--- src/rtl/hazard_forward_ctrl_pkg.sv ---
// hazard_forward_ctrl_pkg: shared types for the EX-stage hazard and forwarding controller
package hazard_forward_ctrl_pkg;
  localparam int RA_W_DEF = 4;
  typedef enum logic [1:0] {
    SEL_REG = 2'd0,
    SEL_MEM = 2'd1,
    SEL_WB  = 2'd2
  } fwd_sel_t;
  typedef struct packed {
    logic                valid;
    logic [RA_W_DEF-1:0] rd;
    logic                we;
    logic                is_load;
  } pipe_rec_t;
endpackage

--- src/rtl/hazard_forward_ctrl_match.sv ---
// hazard_match: compares one source register against the EX and MEM records
module hazard_match
  import hazard_forward_ctrl_pkg::*;
(
  input  logic [RA_W_DEF-1:0] src,
  input  logic                use_src,
  input  pipe_rec_t           ex_rec,
  input  pipe_rec_t           mem_rec,
  output fwd_sel_t            sel,
  output logic                load_hit
);
  logic hit_ex, hit_mem;
  always_comb begin
    hit_ex   = use_src && src != '0 && ex_rec.valid && ex_rec.we && ex_rec.rd == src;
    hit_mem  = use_src && src != '0 && mem_rec.valid && mem_rec.we && mem_rec.rd == src;
    load_hit = hit_ex && ex_rec.is_load;
    sel      = hit_ex ? SEL_MEM : hit_mem ? SEL_WB : SEL_REG;
  end
endmodule

--- src/rtl/hazard_forward_ctrl.sv ---
// hazard_forward_ctrl: load-use stall, branch flush and registered operand-forwarding selects for EX
module hazard_forward_ctrl
  import hazard_forward_ctrl_pkg::*;
#(
  parameter int RA_W  = RA_W_DEF,
  parameter int CNT_W = 16
) (
  input  logic             clk,
  input  logic             rst_n,
  input  logic             id_valid,
  input  logic [RA_W-1:0]  id_rs1,
  input  logic [RA_W-1:0]  id_rs2,
  input  logic [RA_W-1:0]  id_rs_st,
  input  logic             id_use_rs1,
  input  logic             id_use_rs2,
  input  logic             id_use_st,
  input  logic [RA_W-1:0]  id_rd,
  input  logic             id_we,
  input  logic             id_is_load,
  input  logic             ex_busy,
  input  logic             ex_branch_taken,
  output logic [1:0]       reg1_sel,
  output logic [1:0]       reg2_sel,
  output logic [1:0]       ST_reg_sel,
  output logic             stall,
  output logic             bubble,
  output logic             flush,
  output logic [CNT_W-1:0] stall_cnt,
  output logic [CNT_W-1:0] flush_cnt
);
  // The register file writes before it reads, so nothing past MEM needs tracking for forwarding.
  pipe_rec_t ex_rec, mem_rec, id_rec;
  fwd_sel_t  sel1, sel2, sel_st;
  logic      lh1, lh2, lh_st, load_use, lu_stall, accept;
  hazard_match u_m1 (.src(id_rs1), .use_src(id_use_rs1), .ex_rec(ex_rec), .mem_rec(mem_rec), .sel(sel1), .load_hit(lh1));
  hazard_match u_m2 (.src(id_rs2), .use_src(id_use_rs2), .ex_rec(ex_rec), .mem_rec(mem_rec), .sel(sel2), .load_hit(lh2));
  hazard_match u_ms (.src(id_rs_st), .use_src(id_use_st), .ex_rec(ex_rec), .mem_rec(mem_rec), .sel(sel_st), .load_hit(lh_st));
  always_comb begin
    id_rec   = '{valid: 1'b1, rd: id_rd, we: id_we, is_load: id_is_load};
    load_use = id_valid && (lh1 || lh2 || lh_st);
    flush    = rst_n && !ex_busy && ex_branch_taken;
    lu_stall = rst_n && !ex_busy && !ex_branch_taken && load_use;
    stall    = (rst_n && ex_busy) || lu_stall;
    bubble   = flush || lu_stall;
    accept   = id_valid && !bubble;
  end
  always_ff @(posedge clk or negedge rst_n) begin
    if (!rst_n) begin
      ex_rec     <= '0;
      mem_rec    <= '0;
      reg1_sel   <= SEL_REG;
      reg2_sel   <= SEL_REG;
      ST_reg_sel <= SEL_REG;
      stall_cnt  <= '0;
      flush_cnt  <= '0;
    end else begin
      if (!ex_busy) begin
        mem_rec    <= ex_rec;
        ex_rec     <= accept ? id_rec : '0;
        reg1_sel   <= accept ? sel1 : SEL_REG;
        reg2_sel   <= accept ? sel2 : SEL_REG;
        ST_reg_sel <= accept ? sel_st : SEL_REG;
      end
      if (lu_stall && !(&stall_cnt)) stall_cnt <= stall_cnt + 1'b1;
      if (flush && !(&flush_cnt)) flush_cnt <= flush_cnt + 1'b1;
    end
  end
endmodule
--- config.mk ---
export PLATFORM = sky130hd
export DESIGN_NAME = hazard_forward_ctrl
export DESIGN_NICKNAME = d
export VERILOG_FILES = /design/src/rtl/hazard_forward_ctrl_pkg.sv /design/src/rtl/hazard_forward_ctrl_match.sv /design/src/rtl/hazard_forward_ctrl.sv
export SDC_FILE = /design/constraint.sdc
export NUM_CORES = 1
export LEC_CHECK = 0
export ABC_AREA = 1
export BUFFER_PORTS_ARGS = -buffer_cell sky130_fd_sc_hd__buf_2
export CAP_MARGIN = 20
export CORE_ASPECT_RATIO = 1.1
export CORE_MARGIN = 2
export CORE_UTILIZATION = 56
export CTS_BUF_LIST = sky130_fd_sc_hd__clkbuf_8
export DETAILED_ROUTE_END_ITERATION = 7
export MAX_ROUTING_LAYER = met4
export PLACE_DENSITY_LB_ADDON = 0.25
export SYNTH_ARGS = -nofsm -noshare
export SYNTH_HDL_FRONTEND = slang
export SYNTH_SLANG_ARGS = --single-unit
--- constraint.sdc ---
create_clock -name clk -period 2.1 [get_ports clk]
set_input_delay 0.105 -clock clk [delete_from_list [all_inputs] [get_ports clk]]
set_output_delay 0.105 -clock clk [all_outputs]
set_load 0.01 [all_outputs]
==> run_results.csv <==
group,metric,value,unit
timing,finalHoldViolations,0,
clock_network,clock-sinks,51,
power,power_density,632,nW/um^2
floorplanning,dieHeight,80.5,um
floorplanning,die_area,5920,um^2
run,drv_cap,0,
min_path,min_path_type,"input port to register",
placement,io_buffers,66,
timing,setup_viol,0,
synthesis,syn-cell-area,2980,um^2
detailed_routing,wl,6.69,mm
timing,rsz0062_at_grt,"no",
cells_and_area,area_growth,18.7,%
setup_path,r2r_start,"stall_cnt[0]$_DFFE_PN0P_",
placement,dpl_cell_area,3390,um^2
power,p_sw,588,uW
clock_network,cts_setup_buffers,0,
floorplanning,start_util,58.8,%
placement,place_inst,499,
global_route,grt_pass1_wl,11.5,mm
clock_network,clkLatencyLatePin,0.31,ns
detailed_routing,drc,0,
clock_network,cts-htree-levels,2,
global_route,grt_max_degree,25,
floorplanning,io_pins,67,
power,worst_ir_drop_vdd,0.667,mV
detailed_routing,vias,2643,
synthesis,syn-num-nets,403,
clock_network,clk_pin_slew_worst_paths,0.09,ns
global_route,grt_overflow,0,
synthesis,ys_ff_latch,51,
floorplanning,rows,27,
timing,hold-worst-slack,0.0438,ns
timing,fmax,536,MHz
power,p_leak,1.92,nW
synthesis,ys_types,29,
power,intPower,1.64,mW
placement,dp_hpwl,5.11,mm
detailed_routing,post_drt_wl_per_cell,13.2,um
setup_path,crit_type,"register to primary output",
placement,preCtsSetupSlack,0.370,ns
setup_path,end_kind,"primary output",
synthesis,netlist.area_leader.share,42.9,%
setup_path,crit_required,2.00,ns
cells_and_area,final_layout_size_suffix_gt1_share,25.1,%
clock_network,cts_buffer_depth,2,
setup_path,worstPathMaxFanout,9,
synthesis,syn_avg_cell_area,7.94,um^2
floorplanning,core,5070,um^2
global_route,grt_pass1_vias,2537,
power,swShare,26.3,%
synthesis,netlist_instances,375,
run_status,status,"complete, no violations",
power,p_clk_share,35.7,%
setup_path,regToRegSetupSlack,0.33,ns
synthesis,synthTopCellsByArea,"dfrtp_1 43%, nand2_1 13%, inv_1 5.5%",
timing,setup_tns,0,ns
cells_and_area,nNetsFinal,477,
cells_and_area,final_cells,508,
clock_network,clockRootBuffer,"clkbuf_8",
floorplanning,die_x,73.5,um
detailed_routing,first_pass_iters,4,
detailed_routing,vias_per_cell,5.20,
synthesis,synth.largest_area_cell,"dfrtp_1",
clock_network,numCtsBuffers,5,
timing,worst_slack,0.234,ns
setup_path,startpoint,"ex_rec[4]$_DFFE_PN0N_",
cells_and_area,fin_area,3530,um^2
power,seq_power_share,50.2,%
timing,post-route-min-period,1.87,ns
clock_network,tritoncts,"built",
setup_path,start_kind,"register",
setup_path,cp.arrival,1.76,ns
global_route,grt_use_total,25.7,%
timing,fin_crit_sh,88.8,%
timing,slew_headroom,67.3,%
detailed_routing,drtIter0Drc,139,
cells_and_area,final_core_util,69.7,%
power,p_comb_share,14.1,%
timing,worst_pin_slew,0.488,ns
timing,fin_skew,0.00777,ns
synthesis,yosysWarningCount,0,
global_route,antenna_found_initial,0,
power,total_power,2.23,mW
cells_and_area,n_antenna_cell,0,
timing,drv_slew,0,
detailed_routing,ant_nets,0,
min_path,min_from,"id_rd[1]",
placement,gp_congestion,0.880,
synthesis,yosysSeqAreaShare,42.9,%
[critical path, stage by stage, from the launching register on]
cell,delay (ns)
dfrtp_1,0.44
inv_2,0.12
nand2_1,0.07
nand2_1,0.05
nand2_1,0.05
nor2_1,0.12
nand2_2,0.10
nand3_4,0.18
nand2_4,0.12
nand2_1,0.08
buf_2,0.13
[power groups by stage]
stage / clock network (mW) / registers [mW] / logic, mW
after floorplan: 0 / 1.14 / 0.158
after global placement: 0 / 1.13 / 0.304
after detailed placement: 0 / 1.14 / 0.313
after CTS: 0.806 / 1.12 / 0.316
after global routing: 0.851 / 1.13 / 0.355
final: 0.797 / 1.12 / 0.316
[cells in the final DEF (no fill, tap or decap), drive strengths merged, types with 2 or more instances in the layout]
cell,Yosys,final
inv,51,52
xor2,15,15
nor3,9,9
xnor2,11,11
ha,2,2
a21oi,4,4
nand3b,2,2
o21ai,28,28
bufinv,0,2
buf,0,67
clkbuf,2,6
nor2,52,52
or2,3,3
nand2,108,108
nand4,15,15
nand3,20,20
dfrtp,51,51
[cells by family (layout without fill, tap and decap cells)]
kind of cell    after synthesis  in the layout  synth area share [%]
compound gates               34             34                  6.43
xor+xnor                     26             26                  7.65
fa+ha+maj                     2              2                 0.840
buf+inv                      53            128                  6.76
flops                        51             51                  42.9
simple gates                209            209                  35.5
[layout make-up]
cell class              instances  area, um^2
repair buffers                 69         358
inverters                      51         194
clock buffers                   5        68.8
fillers                       432        1530
clock inverters                 3        63.8
well taps                      58        72.6
multi-input cells             271        1500
flip-flops and latches         51        1280
[repair_timing]
action                                  4_1_cts  5_1_grt
endpoints found under the setup margin        0        2
hold buffers                                  1        0
resized for setup                             0        1
hold endpoints to repair                     12        0
[cells in the mapped netlist]
| library cell | instances |
|---|---|
| nand4_1 | 15 |
| nand2_4 | 3 |
| xnor2_1 | 11 |
| or2_2 | 1 |
| o21ai_0 | 15 |
| nor3_1 | 9 |
| a211oi_1 | 1 |
| dfrtp_1 | 51 |
| ha_1 | 2 |
| inv_1 | 44 |
| o21ai_1 | 9 |
| or2_1 | 1 |
| a21oi_1 | 4 |
| nor2_4 | 6 |
| xor2_1 | 15 |
| nand3_2 | 5 |
| inv_4 | 1 |
| nand3_4 | 6 |
| nor2_1 | 44 |
| clkbuf_1 | 2 |
| nand2_1 | 101 |
| o21ai_2 | 4 |
| or2_0 | 1 |
| nand3b_1 | 2 |
| nand3_1 | 9 |
| o2111ai_1 | 1 |
| inv_2 | 6 |
| nor2_2 | 2 |
| nand2_2 | 4 |
[per-layer routing]
metal / part of all wire [%] / vias to the layer above / global-route usage [%]
met3: 4.7 / 13 / 4.64
met1: 45 / 1218 / 33.5
li1: - / 1340 / -
met4: 1.7 / 0 / 7.09
met2: 49 / 72 / 41.3
met5: 0 / - / -
[sequential cells by signal (all words and copies together), names as in the netlist]
register,flops
reg2_sel,2
ex_rec,7
mem_rec,6
reg1_sel,2
flush_cnt,16
stall_cnt,16
ST_reg_sel,2
[worst paths after layout]
check,end,depth (start not counted)
hold / removal,ex_rec[3]$_DFFE_PN0N_,3
max in group asynchronous,flush_cnt[9]$_DFFE_PN0P_,3
min in group asynchronous,flush_cnt[5]$_DFFE_PN0P_,2
setup reg to reg,stall_cnt[2]$_DFFE_PN0P_,10
hold reg to reg,reg2_sel[1]$_DFFE_PN0N_,2
setup / recovery,stall,10
Power figures use the tool's default switching activity.
